### src/rtl/reg_router_pkg.sv
// Shared types and default widths for the reg_write_router slice.
package reg_router_pkg;

  localparam int DEF_NUM_TARGETS    = 3;
  localparam int DEF_ADDR_W         = 32;
  localparam int DEF_DATA_W         = 32;
  localparam int DEF_TIMEOUT_CYCLES = 16;

  // Region bounds are stored zero-extended to this width, so ADDR_W may not exceed it.
  localparam int REGION_ADDR_W = 64;

  typedef struct packed {
    logic [REGION_ADDR_W-1:0] start_addr;
    logic [REGION_ADDR_W-1:0] end_addr;
    logic                     used;
  } region_t;

  typedef enum logic [1:0] {
    IDLE     = 2'd0,
    DECODE   = 2'd1,
    DISPATCH = 2'd2,
    ERROR    = 2'd3
  } router_state_e;

  function automatic int slot_width(input int n);
    return (n > 1) ? $clog2(n) : 1;
  endfunction

endpackage

### src/rtl/reg_router_region_table.sv
// Region slot table: in-order slot allocation plus combinational
// lowest-index address match (hit flag and one-hot slot select).
module reg_router_region_table
  import reg_router_pkg::*;
#(
  parameter int NUM_TARGETS = DEF_NUM_TARGETS,
  parameter int ADDR_W      = DEF_ADDR_W,
  parameter int SLOT_W      = slot_width(NUM_TARGETS)
) (
  input  logic                   clk,
  input  logic                   rst,
  input  logic                   i_rg_valid,
  input  logic [ADDR_W-1:0]      i_rg_start,
  input  logic [ADDR_W-1:0]      i_rg_end,
  output logic                   o_rg_ready,
  output logic                   o_rg_done,
  output logic                   o_rg_err,
  output logic [SLOT_W-1:0]      o_rg_slot,
  input  logic [ADDR_W-1:0]      i_lookup_addr,
  output logic                   o_hit,
  output logic [NUM_TARGETS-1:0] o_hit_onehot
);

  localparam int PTR_W = $clog2(NUM_TARGETS + 1);

  if (ADDR_W > REGION_ADDR_W) begin : g_bad_addr_w
    $error("reg_router_region_table: ADDR_W exceeds REGION_ADDR_W");
  end

  region_t          r_slots [NUM_TARGETS];
  logic [PTR_W-1:0] r_ptr;
  logic             r_rg_done;
  logic             r_rg_err;
  logic [SLOT_W-1:0] r_rg_slot;

  logic                     w_full;
  logic                     w_accept;
  logic                     w_reject;
  logic [REGION_ADDR_W-1:0] w_lookup_ext;
  logic [NUM_TARGETS-1:0]   w_match;

  assign w_full   = (r_ptr == PTR_W'(NUM_TARGETS));
  assign w_accept = i_rg_valid && !w_full && (i_rg_start <= i_rg_end);
  assign w_reject = i_rg_valid && !w_accept;

  assign o_rg_ready = !rst && !w_full;
  assign o_rg_done  = r_rg_done;
  assign o_rg_err   = r_rg_err;
  assign o_rg_slot  = r_rg_slot;

  // NOTE: the slot array is reset because the used flags must read clear after
  // rst; a table without a valid bit per entry would not need it.
  always_ff @(posedge clk or posedge rst) begin
    if (rst) begin
      for (int i = 0; i < NUM_TARGETS; i++) begin
        r_slots[i] <= '0;
      end
      r_ptr     <= '0;
      r_rg_done <= 1'b0;
      r_rg_err  <= 1'b0;
      r_rg_slot <= '0;
    end else begin
      // NOTE: non-blocking assignments keep every register update in this block
      // based on pre-edge values, independent of statement order.
      r_rg_done <= w_accept;
      r_rg_err  <= w_reject;
      if (w_accept) begin
        r_slots[r_ptr[SLOT_W-1:0]] <= '{
          start_addr: REGION_ADDR_W'(i_rg_start),
          end_addr:   REGION_ADDR_W'(i_rg_end),
          used:       1'b1
        };
        r_ptr     <= r_ptr + PTR_W'(1);
        r_rg_slot <= r_ptr[SLOT_W-1:0];
      end
    end
  end

  assign w_lookup_ext = REGION_ADDR_W'(i_lookup_addr);

  // NOTE: w_match is given a default before the loop so no path leaves it
  // unassigned, which would otherwise infer a latch.
  always_comb begin
    w_match = '0;
    for (int i = 0; i < NUM_TARGETS; i++) begin
      w_match[i] = r_slots[i].used
                   && (w_lookup_ext >= r_slots[i].start_addr)
                   && (w_lookup_ext <= r_slots[i].end_addr);
    end
  end

  // Isolating the lowest set bit gives lowest-index priority on overlap.
  assign o_hit_onehot = w_match & (~w_match + NUM_TARGETS'(1));
  assign o_hit        = |w_match;

endmodule

### src/rtl/reg_write_router.sv
// Routes single in-flight register writes to one of NUM_TARGETS address regions.
// Optional dispatch timeout is compiled in with `define ROUTER_TIMEOUT_EN.
module reg_write_router
  import reg_router_pkg::*;
#(
  parameter int  NUM_TARGETS    = DEF_NUM_TARGETS,
  parameter int  ADDR_W         = DEF_ADDR_W,
  parameter int  DATA_W         = DEF_DATA_W,
  parameter int  TIMEOUT_CYCLES = DEF_TIMEOUT_CYCLES,
  localparam int SLOT_W         = slot_width(NUM_TARGETS)
) (
  input  logic                   clk,
  input  logic                   rst,
  input  logic                   rg_valid,
  input  logic [ADDR_W-1:0]      rg_start,
  input  logic [ADDR_W-1:0]      rg_end,
  output logic                   rg_ready,
  output logic                   rg_done,
  output logic                   rg_err,
  output logic [SLOT_W-1:0]      rg_slot,
  input  logic                   wr_valid,
  output logic                   wr_ready,
  input  logic [ADDR_W-1:0]      wr_addr,
  input  logic [DATA_W-1:0]      wr_data,
  output logic [NUM_TARGETS-1:0] tgt_valid,
  input  logic [NUM_TARGETS-1:0] tgt_ready,
  output logic [ADDR_W-1:0]      tgt_addr,
  output logic [DATA_W-1:0]      tgt_data,
  output logic                   err_valid,
  output logic [ADDR_W-1:0]      err_addr
);

  if (TIMEOUT_CYCLES < 1) begin : g_bad_timeout
    $error("reg_write_router: TIMEOUT_CYCLES must be at least 1");
  end

  router_state_e          r_state;
  router_state_e          w_next_state;
  logic [ADDR_W-1:0]      r_addr;
  logic [DATA_W-1:0]      r_data;
  logic [NUM_TARGETS-1:0] r_sel;
  logic                   w_hit;
  logic [NUM_TARGETS-1:0] w_hit_onehot;
  logic                   w_tmo_hit;

  reg_router_region_table #(
    .NUM_TARGETS (NUM_TARGETS),
    .ADDR_W      (ADDR_W),
    .SLOT_W      (SLOT_W)
  ) u_table (
    .clk           (clk),
    .rst           (rst),
    .i_rg_valid    (rg_valid),
    .i_rg_start    (rg_start),
    .i_rg_end      (rg_end),
    .o_rg_ready    (rg_ready),
    .o_rg_done     (rg_done),
    .o_rg_err      (rg_err),
    .o_rg_slot     (rg_slot),
    .i_lookup_addr (r_addr),
    .o_hit         (w_hit),
    .o_hit_onehot  (w_hit_onehot)
  );

`ifdef ROUTER_TIMEOUT_EN
  localparam int TMO_W = $clog2(TIMEOUT_CYCLES + 1);

  logic [TMO_W-1:0] r_tmo_cnt;

  always_ff @(posedge clk or posedge rst) begin
    if (rst) begin
      r_tmo_cnt <= '0;
    end else if (r_state == DISPATCH) begin
      r_tmo_cnt <= r_tmo_cnt + TMO_W'(1);
    end else begin
      r_tmo_cnt <= '0;
    end
  end

  assign w_tmo_hit = (r_tmo_cnt == TMO_W'(TIMEOUT_CYCLES - 1));
`else
  assign w_tmo_hit = 1'b0;
`endif

  always_ff @(posedge clk or posedge rst) begin
    if (rst) begin
      r_state <= IDLE;
    end else begin
      r_state <= w_next_state;
    end
  end

  always_comb begin
    w_next_state = r_state;
    wr_ready     = 1'b0;
    tgt_valid    = '0;
    err_valid    = 1'b0;
    case (r_state)
      IDLE: begin
        wr_ready = !rst;
        if (wr_valid) begin
          w_next_state = DECODE;
        end
      end
      DECODE: begin
        w_next_state = w_hit ? DISPATCH : ERROR;
      end
      DISPATCH: begin
        tgt_valid = r_sel;
        if (|(tgt_ready & r_sel)) begin
          w_next_state = IDLE;
        end else if (w_tmo_hit) begin
          w_next_state = ERROR;
        end
      end
      ERROR: begin
        err_valid    = 1'b1;
        w_next_state = IDLE;
      end
      default: begin
        w_next_state = IDLE;
      end
    endcase
  end

  // Captured write and chosen target stay frozen until the FSM is back in IDLE.
  always_ff @(posedge clk or posedge rst) begin
    if (rst) begin
      r_addr <= '0;
      r_data <= '0;
      r_sel  <= '0;
    end else begin
      if ((r_state == IDLE) && wr_valid) begin
        r_addr <= wr_addr;
        r_data <= wr_data;
      end
      if (r_state == DECODE) begin
        r_sel <= w_hit_onehot;
      end
    end
  end

  assign tgt_addr = r_addr;
  assign tgt_data = r_data;
  assign err_addr = r_addr;

endmodule

### config.mk
export PLATFORM = sky130hd
export DESIGN_NAME = reg_write_router
export DESIGN_NICKNAME = d
export VERILOG_FILES = /design/src/rtl/reg_router_pkg.sv /design/src/rtl/reg_router_region_table.sv /design/src/rtl/reg_write_router.sv
export SDC_FILE = /design/constraint.sdc
export NUM_CORES = 1
export LEC_CHECK = 0
export CORE_MARGIN = 1
export CORE_UTILIZATION = 40
export DETAILED_ROUTE_END_ITERATION = 6
export HOLD_SLACK_MARGIN = 0.03
export PLACE_DENSITY = 0.65
export SYNTH_ARGS = -nofsm -noshare
export SYNTH_HDL_FRONTEND = slang
export SYNTH_HIERARCHICAL = 1
export SYNTH_SLANG_ARGS = --single-unit
### constraint.sdc
create_clock -name clk -period 15.6 [get_ports clk]
set_clock_uncertainty 0.15 [all_clocks]
set_input_delay 3.9 -clock clk [delete_from_list [all_inputs] [get_ports clk]]
set_output_delay 3.9 -clock clk [all_outputs]
set_load 0.005 [all_outputs]
==> results.yml, run 1 <==
floorplan:
  die_area_um2: 41310
  io_pins: 241
  die_w_um: 203.3
  die_h_um: 203.3
  start_util_pct: 40.68
  rows: 73
  core_um2: 39820
routing:
  wl_um: 46160
  wire_per_inst_um: 19.35
  num_vias: 13000
  remaining_drc_errors: 0
  final_antenna_net_count: 0
  firstDrtPassIters: 7
  first_iter_violations: 847
  vias_per_cell: 5.450
pwr:
  ir_drop_v: 0.0001034
  p_clk_share_pct: 19.1
  seqPwrFrac_pct: 30.9
  swShare_pct: 39.97
  p_comb_share_pct: 50.0
  powerDensity_nw_per_um2: 216.4
  p_leak_nw: 9.213
  intPower_mw: 2.585
  p_sw_mw: 1.721
final_layout:
  seq_area_um2: 6756
  final_common_cell: "dfrtp_1"
  num-fill-cells: 3709
  instances_no_fill: 2386
  area_growth_pct: 22.81
  multi_input_area_um2: 7933
  most-common-layout-cells: "dfrtp_1, clkdlybuf4s50_1, inv_1"
  diodes: 0
  nNetsFinal: 2200
  drive_above_1_share_pct: 7.953
clock_tree:
  path_clk_slew_ns: 0.05
  htree_levels: 2
  ctsRootBufferMaster: "clkbuf_16"
  cts_resized: 0
  cts_made_buffers: 34
  cts_hold_buf: 0
  cts_tree: "built"
  clk-insertion-delay-late_ns: 0.52
  cts_sinks: 270
  cts_max_path_buffers: 3
  post_cts_buffers: 0
hold_path:
  hold_class: "register to register"
  hold_end: "u_table/r_slots[65]"
  hold_depth: 1
  min_from: "u_table/r_slots[65]"
place:
  post-place-ws_ns: 6.062
  placed_cells: 2326
  place.gp.congestion: 0.8600
  place_hpwl_um: 31780
  port_buffers: 240
worst_setup_path:
  crit_cells: 3
  worst_r2r_startpoint: "err_addr[0]"
  path_max_fanout: 4
  path_cells: "clkdlybuf4s50_1 -> nor2_1 -> clkdlybuf4s50_1"
  cp_common_cell: "clkdlybuf4s50_1"
  worst-setup-path-type: "primary input to output port"
  cp-start-kind: "primary input"
  crit_arrival_ns: 5.50
  slowest_delay_ns: 0.63
  cp_slowest_cell: "clkdlybuf4s50_1"
  critPathRequiredTime_ns: 11.55
  r2r_end: "r_state[0]"
  cp-end-kind: "output port"
  r2r_cells: 11
  critPathTopFamily: "buffers and inverters"
  critPathBufInv: 2
  r2r_slack_ns: 12.12
sta:
  fin_tns_setup_ns: 0
  timing_worst_slew_pin_value_ns: 1.087
  worst_slack_ns: 6.050
  setup_viol: 0
  finalCriticalPeriod_ns: 9.550
  rsz0062_at_grt: "false"
  slew_violations: 0
  finalCritPeriodShare_pct: 61.22
  hold_viol: 0
  relSlewSlack_pct: 27.56
  fmax_mhz: 104.7
  hold_ws_ns: 0.3455
synth:
  yosysWarnings: 6
  synth_edf_count: 0
  synthTopCellsByArea: "dfrtp_1, ha_1, nand3_1"
  synth_top_area_share_pct: 41.70
  syn_nets: 2013
  avgSynthCellArea_um2: 9.819
  yosys_register_bits: 270
  synth_largest_area_cell: "dfrtp_1"
  syn_area_um2: 16200
  synthArstFlopShare_pct: 100.0
  synth_cell_type_count: 54
  seq_area_frac_synth_pct: 41.70
  synth_ff_type: "dfrtp_1"
  syn_inst: 1650
outcome:
  status: "complete, no violations"
grt:
  grt_pass1_vias: 13290
  antenna_found_initial: 0
  grt_usage_pct: 22.57
  grt_max_degree: 130
  gr-total-overflow: 0
  grt_pass1_wl_um: 72900
job:
  cap_violations: 0
-- logic make-up (layout without fill, tap and decap cells) --
kind of cell             after synthesis  count (layout)  share of synthesized area, %
AO/OA/AOI/OAI                        367             367                         12.54
XOR/XNOR                               1               1                       0.05407
adder cells (fa/ha/maj)              228             228                         17.61
buffers and inverters                333             544                         9.445
flip-flops                           270             270                         41.70
multiplexers                          75              75                         6.603
AND/OR/NAND/NOR                      376             376                         12.05
-- Yosys cell counts (9+ instances only) --
cell type  number
clkbuf_1       25
o21ai_0        68
buf_2          35
nand2_1        60
inv_1         231
buf_4          35
nor2_1         18
and2_1          9
a21o_1         12
o21ai_1       151
mux2_2          9
nand3_1       205
ha_1          228
a21oi_1        88
nand4_1        37
mux2_4         60
dfrtp_1       270
-- per-stage QoR --
stage          area (um^2)  util, %  total power [mW]
2_1_floorplan        16200        -             2.706
4_1_cts              19900    49.97             4.333
3_5_place_dp         18720    47.01             3.479
6_report             19900    49.97             4.306
5_1_grt              19900    49.97             4.680
3_3_place_gp         18720    47.01             3.394
-- metal layers --
| layer | GRT usage [%] | vias up | share of wire [%] |
|---|---|---|---|
| met5 | 0 | - | 0 |
| met4 | 7.385 | 0 | 2.6 |
| met3 | 3.563 | 81 | 6.7 |
| met2 | 37.02 | 444 | 47 |
| met1 | 30.37 | 6347 | 44 |
| li1 | - | 6131 | - |
-- power groups by stage --
stage          sequential [mW]  combinational [mW]  clock, mW
2_1_floorplan             1.23                1.48          0
3_3_place_gp              1.34                2.06          0
3_5_place_dp              1.35                2.13          0
4_1_cts                   1.34                2.15      0.845
5_1_grt                   1.37                2.44      0.872
6_report                  1.33                2.15      0.824
-- worst max path at each step --
stage          from           endpoint
5_1_grt         rst           rg_ready
3_3_place_gp    rst           rg_ready
4_1_cts         rst           rg_ready
2_1_floorplan   rst  u_table/o_rg_done
3_5_place_dp    rst           rg_ready
6_report        rst           rg_ready
-- final cells by class --
class | instances | area share (%)
sequential | 270 | 33.96
inverter | 231 | 4.402
clock buffer | 52 | 5.288
multi-input combinational | 1047 | 39.87
clock inverter | 8 | 0.6225
timing repair buffer | 253 | 12.56
tap | 525 | 3.301
-- flip-flops by register name (all words and copies together), names as in the netlist --
register,cells
u_table/o_rg_err,1
r_sel,3
u_table/o_rg_done,1
tgt_data,32
u_table/r_ptr,2
err_addr,32
u_table/o_rg_slot,2
r_state,2
u_table/r_slots,195
Note: power is estimated with default switching activity, not from simulation.
==> run 2: changes to the inputs <==
==> constraint.sdc (replaced) <==
create_clock -name clk -period 9 [get_ports clk]
set_clock_uncertainty 0.15 [all_clocks]
set_input_delay 2.25 -clock clk [delete_from_list [all_inputs] [get_ports clk]]
set_output_delay 2.25 -clock clk [all_outputs]
set_load 0.005 [all_outputs]
==> run 2 against run 1 <==
Compared with the run above: register-to-register slack got worse by 6.8 ns; clock-buffer cell count is 5 lower; hold slack lost 0.0026 ns; clock power grew 65%; final area is 0.37% lower; critical path depth rose by 9; setup slack worse by 3.6 ns; utilization is 0.19 points lower; critical endpoint is now u_table/r_slots[342]; highest routed layer unchanged.
==> results.yml, run 2 (synthesized netlist as in run 1, its figures left out) <==
sta:
  relSlewSlack_pct: 30.91
  finalCriticalPeriod_ns: 6.547
  fin_tns_setup_ns: 0
  slew_violations: 0
  setup_viol: 0
  finalCritPeriodShare_pct: 72.75
  timing_worst_slew_pin_value_ns: 1.036
  rsz0062_at_grt: "false"
  fmax_mhz: 152.7
  hold_viol: 0
routing:
  wl_um: 47090
  first_iter_violations: 951
  remaining_drc_errors: 0
  vias_per_cell: 5.497
  num_vias: 13110
  firstDrtPassIters: 5
  wire_per_inst_um: 19.74
  final_antenna_net_count: 0
worst_setup_path:
  path_max_fanout: 51
  cp-end-kind: "register"
  worst-setup-path-type: "primary input to register"
  r2r_slack_ns: 5.34
  crit_start: "rg_end[11]"
  crit_cells: 12
  crit_arrival_ns: 6.79
  critPathTopFamily: "simple AND/OR/NAND/NOR gates"
  path_cells: "clkdlybuf4s50_1 -> inv_1 -> ha_1 -> nand4_1 -> or4_1 -> nor2_1 -> o22ai_1 -> nor4b_4 -> buf_4 -> and2_2 -> buf_4 -> o21ai_1"
  r2r_end: "r_state[0]"
  critPathBufInv: 4
  cp-start-kind: "primary input"
  cp_slowest_cell: "and2_2"
  cp_common_cell: "buf_4"
  slowest_delay_ns: 0.91
  r2r_cells: 11
  critPathRequiredTime_ns: 9.24
  cp-endpoint: "u_table/r_slots[342]"
  worst_r2r_startpoint: "err_addr[0]"
clock_tree:
  ctsRootBufferMaster: "clkbuf_16"
  path_clk_slew_ns: 0.06
  cts_made_buffers: 34
  clk-insertion-delay-late_ns: 0.55
  htree_levels: 2
  cts_max_path_buffers: 3
  cts_sinks: 270
  cts_hold_buf: 0
  cts_resized: 0
  cts_tree: "built"
  post_cts_buffers: 0
floorplan:
  start_util_pct: 40.68
  core_um2: 39820
  die_w_um: 203.3
  die_area_um2: 41310
  rows: 73
  io_pins: 241
  die_h_um: 203.3
place:
  port_buffers: 240
  place_hpwl_um: 32400
  place.gp.congestion: 0.8869
final_layout:
  final_util_pct: 49.78
  final_common_cell: "dfrtp_1"
  area_growth_pct: 22.36
  regMostFlops: "u_table/r_slots"
  nNetsFinal: 2200
  most-common-layout-cells: "dfrtp_1, clkdlybuf4s50_1, inv_1"
  drive_above_1_share_pct: 8.172
  num-fill-cells: 3708
  diodes: 0
  largest_register_ff_count: 195
pwr:
  ir_drop_v: 0.0001921
  powerDensity_nw_per_um2: 374.6
  p_leak_nw: 9.196
  power_mw: 7.427
job:
  cap_violations: 0
grt:
  gr-total-overflow: 0
  antenna_found_initial: 0
  grt_usage_pct: 23.08
  grt_pass1_wl_um: 74230
  grt_max_degree: 143
  grt_pass1_vias: 13510
outcome:
  status: "complete, no violations"
hold_path:
  hold_class: "register to register"
[run 2: changes by cell type in the layout (fill, tap and decap cells not counted), sizes merged]
cell | previous run | this run
clkinv | 4 | 10
bufinv | 3 | 1
clkinvlp | 2 | 1
inv | 230 | 231
clkbuf | 52 | 47
[run 2: metal layers]
| layer | up-vias | wire length, um | track usage, % | share of wire [%] |
|---|---|---|---|---|
| met3 | 78 | 2857 | 3.995 | 6.1 |
| met5 | - | 0 | 0 | 0 |
| met1 | 6453 | 20390 | 30.16 | 43 |
| met4 | 0 | 1264 | 7.573 | 2.7 |
| met2 | 448 | 22570 | 38.63 | 48 |
| li1 | 6131 | - | - | - |
[run 2: how the worst min path moves through the flow]
stage,to,from,slack [ns],depth (start not counted)
3_5_place_dp,u_table/r_slots[194],u_table/r_slots[194],0.33,1
6_report,u_table/r_slots[194],u_table/r_slots[194],0.34,1
4_1_cts,u_table/r_slots[259],u_table/r_slots[259],0.35,1
5_1_grt,u_table/r_slots[259],u_table/r_slots[259],0.36,1
2_1_floorplan,u_table/r_slots[0],u_table/r_slots[0],0.30,1
3_3_place_gp,u_table/r_slots[65],u_table/r_slots[65],0.32,1
[run 2: cell type report]
type | instances | area [um^2] | share of cell area (%)
timing repair buffer | 253 | 2500 | 12.61
clock buffer | 47 | 1011 | 5.100
multi-input combinational | 1047 | 7933 | 40.02
sequential | 270 | 6756 | 34.08
clock inverter | 12 | 91.34 | 0.4607
inverter | 231 | 875.8 | 4.418
tap | 525 | 656.9 | 3.314
[run 2: per-stage QoR]
stage          setup slack, ns  std cells  hold slack (ns)  instance area, um^2
2_1_floorplan            1.118       1650           0.3046                16200
6_report                 2.453       2385           0.3428                19820
3_3_place_gp             2.064       2326           0.3217                18720
5_1_grt                  2.304       2385           0.3620                19820
4_1_cts                  2.534       2385           0.3464                19820
3_5_place_dp             1.941       2326           0.3334                18720
[run 2: power breakdown]
part | internal [mW] | leakage, nW | switching (mW)
Clock | 0.812 | 0.554 | 0.545
Sequential | 1.81 | 3.25 | 0.504
Combinational | 1.79 | 5.39 | 1.97
Total | 4.40 | 9.20 | 3.02
